<file path="src/rtl/riscv_ctrl_pkg.sv">
`default_nettype none
// ============================================================
// riscv_ctrl_pkg : opcodes, funct3 encodings and enums shared by the sequencer
// Rev 1.0
// ============================================================
package riscv_ctrl_pkg;

    localparam logic [6:0] OP_R = 7'b0110011;
    localparam logic [6:0] OP_I = 7'b0010011;
    localparam logic [6:0] OP_B = 7'b1100011;

    typedef enum logic [2:0] {
        F3_ADD = 3'd0,
        F3_SUB = 3'd1,
        F3_OR  = 3'd2,
        F3_AND = 3'd3,
        F3_XOR = 3'd4
    } r_funct3_e;

    typedef enum logic [2:0] {
        F3_ADDI = 3'd0,
        F3_SUBI = 3'd1
    } i_funct3_e;

    typedef enum logic [2:0] {
        F3_BEQ = 3'd0,
        F3_BNQ = 3'd1,
        F3_BLT = 3'd2,
        F3_BGT = 3'd3
    } b_funct3_e;

    typedef enum logic [1:0] {
        ALU_R = 2'b00,
        ALU_I = 2'b01,
        ALU_B = 2'b10
    } alu_sel_e;

    typedef enum logic [2:0] {
        ST_IDLE  = 3'd0,
        ST_FETCH = 3'd1,
        ST_WAIT  = 3'd2,
        ST_EXEC  = 3'd3,
        ST_WB    = 3'd4,
        ST_TRAP  = 3'd5
    } state_e;

    typedef enum logic [1:0] {
        TRAP_NONE    = 2'b00,
        TRAP_ILLEGAL = 2'b01,
        TRAP_TIMEOUT = 2'b10
    } trap_code_e;

    // B-type immediate, bit 0 implied zero, sign-extended to 32 bits.
    function automatic logic [31:0] b_imm_sext(input logic [31:0] ins);
        return {{19{ins[31]}}, ins[31], ins[7], ins[30:25], ins[11:8], 1'b0};
    endfunction

endpackage
`default_nettype wire

</file>
<file path="src/rtl/riscv_decode.sv">
`default_nettype none
// ============================================================
// riscv_decode : combinational opcode/funct3 decode for R, I and B formats
// Rev 1.0
// ============================================================
module riscv_decode
    import riscv_ctrl_pkg::*;
(
    input  logic [31:0] instr,
    output logic [1:0]  alu_sel,
    output logic [2:0]  alu_control,
    output logic        writes_reg,
    output logic        is_branch,
    output logic        legal,
    output logic [31:0] b_imm
);

    logic [6:0] w_opcode;
    logic [2:0] w_funct3;
    logic       w_unused;

    assign w_opcode    = instr[6:0];
    assign w_funct3    = instr[14:12];
    assign alu_control = w_funct3;
    assign b_imm       = b_imm_sext(instr);
    // Register specifiers are routed by the datapath from instr directly.
    assign w_unused    = ^instr[24:15];

    always_comb begin
        alu_sel    = ALU_R;
        writes_reg = 1'b0;
        is_branch  = 1'b0;
        legal      = 1'b0;
        case (w_opcode)
            OP_R: begin
                alu_sel    = ALU_R;
                writes_reg = 1'b1;
                legal      = (w_funct3 <= F3_XOR);
            end
            OP_I: begin
                alu_sel    = ALU_I;
                writes_reg = 1'b1;
                legal      = (w_funct3 <= F3_SUBI);
            end
            OP_B: begin
                alu_sel   = ALU_B;
                is_branch = 1'b1;
                legal     = (w_funct3 <= F3_BGT);
            end
            default: legal = 1'b0;
        endcase
    end

endmodule
`default_nettype wire

</file>
<file path="src/rtl/riscv_seq_ctrl.sv">
`default_nettype none
// ============================================================
// riscv_seq_ctrl : multi-cycle fetch/decode/exec/writeback control sequencer
// Rev 1.0
// ============================================================
module riscv_seq_ctrl
    import riscv_ctrl_pkg::*;
#(
    parameter logic [31:0] RESET_PC    = 32'h0000_0000,
    parameter int          EXEC_CYCLES = 1,
    parameter int          MEM_TIMEOUT = 16
) (
    input  logic        clk,
    input  logic        reset,
    input  logic        run,
    output logic        imem_req,
    output logic [31:0] imem_addr,
    input  logic [31:0] imem_rdata,
    input  logic        imem_valid,
    output logic [31:0] instr,
    output logic        instr_valid,
    output logic [1:0]  alu_sel,
    output logic [2:0]  alu_control,
    input  logic        bt,
    output logic        reg_write,
    output logic [31:0] pc,
    output logic [31:0] retired,
    output logic        busy,
    output logic        trap,
    output logic [1:0]  trap_code
);

    localparam int WAIT_W = $clog2(MEM_TIMEOUT + 1);

    state_e            r_state;
    state_e            w_state_nxt;
    logic [WAIT_W-1:0] r_wait_cnt;
    logic [3:0]        r_exec_cnt;
    logic [31:0]       r_instr;
    logic [31:0]       r_pc;
    logic [31:0]       r_retired;
    logic [31:0]       r_b_imm;
    logic [1:0]        r_alu_sel;
    logic [2:0]        r_alu_control;
    logic              r_writes_reg;
    logic              r_is_branch;
    logic              r_bt;
    logic              r_trap;
    trap_code_e        r_trap_code;

    logic [1:0]        w_dec_alu_sel;
    logic [2:0]        w_dec_alu_control;
    logic              w_dec_writes_reg;
    logic              w_dec_is_branch;
    logic              w_dec_legal;
    logic [31:0]       w_dec_b_imm;
    logic              w_wait_expired;
    logic              w_exec_last;
    logic [31:0]       w_pc_nxt;

    riscv_decode u_decode (
        .instr       (imem_rdata),
        .alu_sel     (w_dec_alu_sel),
        .alu_control (w_dec_alu_control),
        .writes_reg  (w_dec_writes_reg),
        .is_branch   (w_dec_is_branch),
        .legal       (w_dec_legal),
        .b_imm       (w_dec_b_imm)
    );

    assign w_wait_expired = (r_wait_cnt == WAIT_W'(MEM_TIMEOUT));
    assign w_exec_last    = (r_exec_cnt == 4'(EXEC_CYCLES));
    assign w_pc_nxt       = (r_is_branch && r_bt) ? (r_pc + r_b_imm) : (r_pc + 32'd4);

    always_comb begin
        w_state_nxt = r_state;
        case (r_state)
            ST_IDLE:  if (run) w_state_nxt = ST_FETCH;
            ST_FETCH: w_state_nxt = ST_WAIT;
            ST_WAIT: begin
                if (imem_valid)
                    w_state_nxt = w_dec_legal ? ST_EXEC : ST_TRAP;
                else if (w_wait_expired)
                    w_state_nxt = ST_TRAP;
            end
            ST_EXEC:  if (w_exec_last) w_state_nxt = ST_WB;
            ST_WB:    w_state_nxt = run ? ST_FETCH : ST_IDLE;
            ST_TRAP:  w_state_nxt = ST_TRAP;
            default:  w_state_nxt = ST_IDLE;
        endcase
    end

    always_ff @(posedge clk) begin
        if (reset) begin
            r_state       <= ST_IDLE;
            r_wait_cnt    <= '0;
            r_exec_cnt    <= '0;
            r_instr       <= '0;
            r_pc          <= RESET_PC;
            r_retired     <= '0;
            r_b_imm       <= '0;
            r_alu_sel     <= ALU_R;
            r_alu_control <= '0;
            r_writes_reg  <= 1'b0;
            r_is_branch   <= 1'b0;
            r_bt          <= 1'b0;
            r_trap        <= 1'b0;
            r_trap_code   <= TRAP_NONE;
        end else begin
            r_state <= w_state_nxt;
            case (r_state)
                ST_IDLE:  if (run) r_pc <= RESET_PC;
                ST_FETCH: r_wait_cnt <= WAIT_W'(1);
                ST_WAIT: begin
                    if (imem_valid) begin
                        // Illegal encodings leave every datapath-facing register untouched.
                        if (w_dec_legal) begin
                            r_instr       <= imem_rdata;
                            r_alu_sel     <= w_dec_alu_sel;
                            r_alu_control <= w_dec_alu_control;
                            r_writes_reg  <= w_dec_writes_reg;
                            r_is_branch   <= w_dec_is_branch;
                            r_b_imm       <= w_dec_b_imm;
                            r_exec_cnt    <= 4'd1;
                        end else begin
                            r_trap      <= 1'b1;
                            r_trap_code <= TRAP_ILLEGAL;
                        end
                    end else if (w_wait_expired) begin
                        r_trap      <= 1'b1;
                        r_trap_code <= TRAP_TIMEOUT;
                    end else begin
                        r_wait_cnt <= r_wait_cnt + WAIT_W'(1);
                    end
                end
                ST_EXEC: begin
                    if (w_exec_last) r_bt <= bt;
                    else             r_exec_cnt <= r_exec_cnt + 4'd1;
                end
                ST_WB: begin
                    r_pc      <= w_pc_nxt;
                    r_retired <= r_retired + 32'd1;
                end
                default: ;
            endcase
        end
    end

    assign imem_req    = (r_state == ST_FETCH);
    assign imem_addr   = r_pc;
    assign instr       = r_instr;
    assign instr_valid = (r_state == ST_EXEC) || (r_state == ST_WB);
    assign alu_sel     = r_alu_sel;
    assign alu_control = r_alu_control;
    assign reg_write   = (r_state == ST_WB) && r_writes_reg;
    assign pc          = r_pc;
    assign retired     = r_retired;
    assign busy        = (r_state != ST_IDLE) && (r_state != ST_TRAP);
    assign trap        = r_trap;
    assign trap_code   = r_trap_code;

endmodule
`default_nettype wire

</file>
<file path="config.mk">
export PLATFORM = sky130hd
export DESIGN_NAME = riscv_seq_ctrl
export DESIGN_NICKNAME = d
export VERILOG_FILES = /design/src/rtl/riscv_ctrl_pkg.sv /design/src/rtl/riscv_decode.sv /design/src/rtl/riscv_seq_ctrl.sv
export SDC_FILE = /design/constraint.sdc
export NUM_CORES = 1
export LEC_CHECK = 0
export CAP_MARGIN = 15
export CORE_MARGIN = 4
export CORE_UTILIZATION = 47
export CTS_BUF_LIST = sky130_fd_sc_hd__clkbuf_8
export DETAILED_ROUTE_END_ITERATION = 7
export GPL_ROUTABILITY_DRIVEN = 1
export PLACE_DENSITY = 0.78
export SYNTH_ARGS = -nofsm -noshare
export SYNTH_HDL_FRONTEND = slang
export SYNTH_SLANG_ARGS = --single-unit
export TNS_END_PERCENT = 5
</file>
<file path="constraint.sdc">
create_clock -name clk -period 6.18 [get_ports clk]
set_input_delay 1.236 -clock clk [delete_from_list [all_inputs] [get_ports clk]]
set_output_delay 1.236 -clock clk [all_outputs]
set_load 0.1 [all_outputs]
</file>
After elaboration in Yosys (flattened, before gate mapping)
Cells that the tools add are included.
Word-level totals
  output and inout bits: 140
  bits in latches: 0
  register bits after elaboration: 131
  memory bits (read-only): 0
  memories kept: 0
  bits of input ports: 37
  memory bits (writable): 0
  word-level logic and storage cells: 87
Operators by class
  reduce and logical (&&, ||, !) cells: 18
  bitwise operators: 0
  $mul: 0
  eq/ne operators: 20
  divide/modulo/power cells: 0
  shift-type cells: 0
  multiplexer cells: 27
  order comparisons: 3
  add/sub/neg operators: 5
Operator list (count)
  $mux 32: 2
  $pmux 32 s2: 1
  $add 32x1->32 const B: 1
  $add 32x3->32 const B: 1
  $add 32x32->32: 1
  $pmux 3 s6: 1
  $ne 2x2->1 const B: 8
  $mux 3: 5
  $mux 4: 3
  $reduce_and 3->1: 4
  $mux 5: 2
  $pmux 5 s2: 1
  $pmux 4 s2: 1
  $reduce_bool 2->1: 4
  $eq 7x5->1 const B: 1
  $eq 7x6->1 const B: 1
  $eq 7x7->1 const B: 1
  $eq 3x2->1 const B: 2
  $eq 3x3->1 const B: 2
  $mux 1: 6
  $mux 2: 3
  $ne 3x3->1 const B: 2
  $add 5x1->5 const B: 1
  $eq 5x5->1 const B: 1
  15 further kinds: 18

Longest topological paths before layout
  depth after elaboration: 5
  mapped depth: 10
  depth with buffers taken out: 10

Hierarchy
Synthesis repeated with hierarchy kept, for this count alone.
Unflattened totals
  cells, all modules: 1165
  area total of the unflattened synthesis: 8842.2 um2
Modules (own cells, without submodules)
  riscv_seq_ctrl: area an instance 8495.6 um2, cells each 1118, instances 1, sequential area each 3022.9 um2
  riscv_decode: area an instance 346.6 um2, cells each 47, instances 1, sequential area each 0.0 um2

Worst setup path after synthesis
No wires, ideal clock.
  kind: register to register
  start: register instr[31] (netlist name)
  end: register r_pc[30] (netlist: imem_addr[30])
  cell stages (with the launch flop): 9
  clock period less this slack: 3.450 ns
  setup slack: 2.730 ns
  required time: 6.085 ns
  data arrival time: 3.354 ns
  buffers on the path: 0
  library setup time: 0.095 ns
  cell sequence: dfxtp_1 -> ha_1 -> a21o_1 -> nor3_1 -> a21oi_1 -> o41ai_2 -> o211ai_1 -> xnor2_1 -> a221oi_1
RTL lines
  end signal, assigned: RTL line riscv_seq_ctrl.sv:141  | r_pc <= w_pc_nxt;
  end, declared: RTL line riscv_seq_ctrl.sv:40  | logic [31:0] r_pc;

Final worst setup path
  start: register r_state[2]
  end: output instr_valid
Between the ends
  cells in the longest elaborated chain, start to end: 2
  elaborated cells on any way between the ends: 3
  classes of those cells: eq/ne: 2; reduce/logical: 1
Ends and longest elaborated chain
  start, declared: RTL line riscv_seq_ctrl.sv:35  | state_e r_state;
  start signal, assigned: RTL line riscv_seq_ctrl.sv:110  | r_state <= w_state_nxt;
  $eq 3x2->1 / $eq 3x3->1 (equally long branches): RTL line riscv_seq_ctrl.sv:152  | assign instr_valid = (r_state == ST_EXEC) || (r_state == ST_WB);
  $logic_or 1x1->1 *: RTL line riscv_seq_ctrl.sv:152
  end, declared: RTL line riscv_seq_ctrl.sv:21  | output logic instr_valid,
Mark *: on every way between the ends. The rest lies on a longest branch, timed or not.

==> results.toml <==
[timing]
setup_ws_ps = 1960
hold_violations = 0
max_freq_mhz = 237
tns_ps = 0
slew_viol_final = 0
rsz0062_at_grt = "false"
finalSetupViolCount = 0
finalCritPeriodShare_pct = 68.3
min_period_ps = 4220
worst_clock_skew_ps = 12.7
relSlewSlack_pct = 31.0
tightest_slew_ps = 1030

[global_route]
grt_pass1_vias = 6407
grt_pass1_wl_um = 31300
grt_max_degree = 57
track_usage_pct = 22.5
antenna_found_initial = 0
grt-ovfl-total = 0

[clock_network]
cts_root_buffer = "clkbuf_8"
cts_tree = "yes"
cts_buffers = 17
post_cts_buffers = 0
htreeDepth = 4
holdBufCountCts = 0
cts_resized = 0
insertion_delay_ps = 430
clock_sinks = 114
clkTransAtPathRegs_ps = 70
cts_buffer_depth = 2

[finish]
final_util_pct = 62.0
fillers = 1312
area_delta_synth_final_pct = 28.3
nets = 1123
fin_area_um2 = 9070
drive_gt1_share_pct = 4.52
diodes = 0

[setup_path]
worst-path-max-fanout = 15
worst-setup-path-type = "reg2out"
cp.arrival_ps = 2990
reg2reg_depth = 8
endpoint_kind = "output pin"
cp-start-kind = "flip-flop"
critical_path_required_ps = 4940

[drt]
first_iter_violations = 439
detail-route-antenna-nets = 0
route.detailed.drc = 0
vias_per_cell = 5.63
wl_um = 19600
routedWlPerCell_um = 15.8
drt-pass1-iter-count = 5
num_vias = 7019

[yosys]
ys_types = 64
synthSimpleGateAreaFrac_pct = 26.0
synthArstFlopShare_pct = 0
syn_inst = 924
yosysTopAreaCell = "dfxtp_1"
synth_top_family_by_area = "simple AND/OR/NAND/NOR gates"
synthAdderAreaFrac_pct = 6.65
synthXorXnorAreaFrac_pct = 7.80
synth_common_cells = "nand2_1 (125), dfxtp_1 (114), nor2_1 (99)"
synth_area_per_cell_um2 = 7.65
yosysTopAreaCellShare_pct = 32.3
synthMuxAreaShare_pct = 0.725
synth.most_common_cell = "nand2_1"
ys_seq_area_share_pct = 32.3
synth_warnings = 0
synth_edf_count = 0
ys.flop_type = "dfxtp_1"
syn_area_um2 = 7070
synth_seq_cells = 114
synth_compound_area_share_pct = 19.8
netlist_top_cells_area = "dfxtp_1 (32%), nand2_1 (6.6%), ha_1 (6.4%)"

[status]
outcome = "finished clean"

[run]
max_cap_viol_count = 0

[place]
dpl-instance-area_um2 = 8660
hpwl_um = 14200
io_buffers = 174
post-place-ws_ps = 2390
place_congestion = 0.866

[floorplan]
dieWidth_um = 131
io_pins = 177
core_area_um2 = 14600
fp-row-count = 44
fp.dieH_um = 131
die_area_um2 = 17100
start_util_pct = 48.3

[power_and_ir_drop]
power_density_nw_per_um2 = 181
ir_drop_v = 0.000110
p_leak_nw = 3.31

[hold_path]
holdPathStages = 2
hold_class = "reg2reg"
final timing paths:
path / slack [ps] / start / end
setup / recovery: 1960 / r_state[2] / instr_valid
setup reg to reg: 2730 / instr[31] / imem_addr[30]
hold / removal: 450 / instr[4] / instr[4]
hold reg to reg: 450 / instr[4] / instr[4]
cell type report:
type	count	area, um^2	area share, %
Sequential cell	114	2280	25.2
Clock inverter	14	165	1.82
Timing Repair Buffer	179	1780	19.6
Inverter	13	48.8	0.538
Tap cell	184	230	2.54
Multi-Input combinational cell	724	4320	47.6
Clock buffer	18	248	2.73
per-layer routing:
layer / wire length (um) / track usage (%) / share of wire, % / vias to the layer above
li1: - / - / - / 3509
met1: 8940 / 30.1 / 46 / 3250
met2: 9040 / 36.0 / 46 / 242
met3: 1450 / 6.22 / 7.4 / 18
met4: 197 / 6.11 / 1.0 / 0
met5: 0 / 0 / 0 / -
cell usage in the layout (no fill, tap or decap), drive strengths merged, types with 10 or more instances in the layout:
cell,count
nand3,27
o211ai,12
clkdlybuf4s50,173
clkbuf,18
a21o,11
nor2,100
a211oi,10
nand4,18
and3,18
or3,10
nand2,128
nor3,36
a21oi,89
ha,36
a22oi,12
xnor2,34
o21ai,54
and2,10
xor2,29
dfxtp,114
inv,16
metrics by stage:
step | instances | total power, mW | hold WS, ps
detailed placement | 1214 | 0.933 | 446
global route | 1246 | 1.70 | 474
global placement | 1214 | 0.931 | 439
finish | 1246 | 1.64 | 454
CTS | 1246 | 1.65 | 456
floorplan | 925 | 0.879 | 432
power by group:
part           switching, mW  internal [mW]
combinational          0.113         0.0536
sequential            0.0103          0.740
clock                  0.314          0.408
total                  0.438           1.20
critical path, cell delays in order (launching register included):
cell             delay [ps]
dfxtp_1                 560
or3b_1                  680
nand2_1                 180
clkdlybuf4s50_1        1150
kinds of logic after synthesis:
logic type               after synthesis
other                                  1
AO/OA/AOI/OAI                        232
buffers and inverters                 87
AND/OR/NAND/NOR                      385
adder cells (fa/ha/maj)               37
multiplexers                           5
flip-flops                           114
XOR/XNOR                              63
Power figures use the tool's default switching activity.
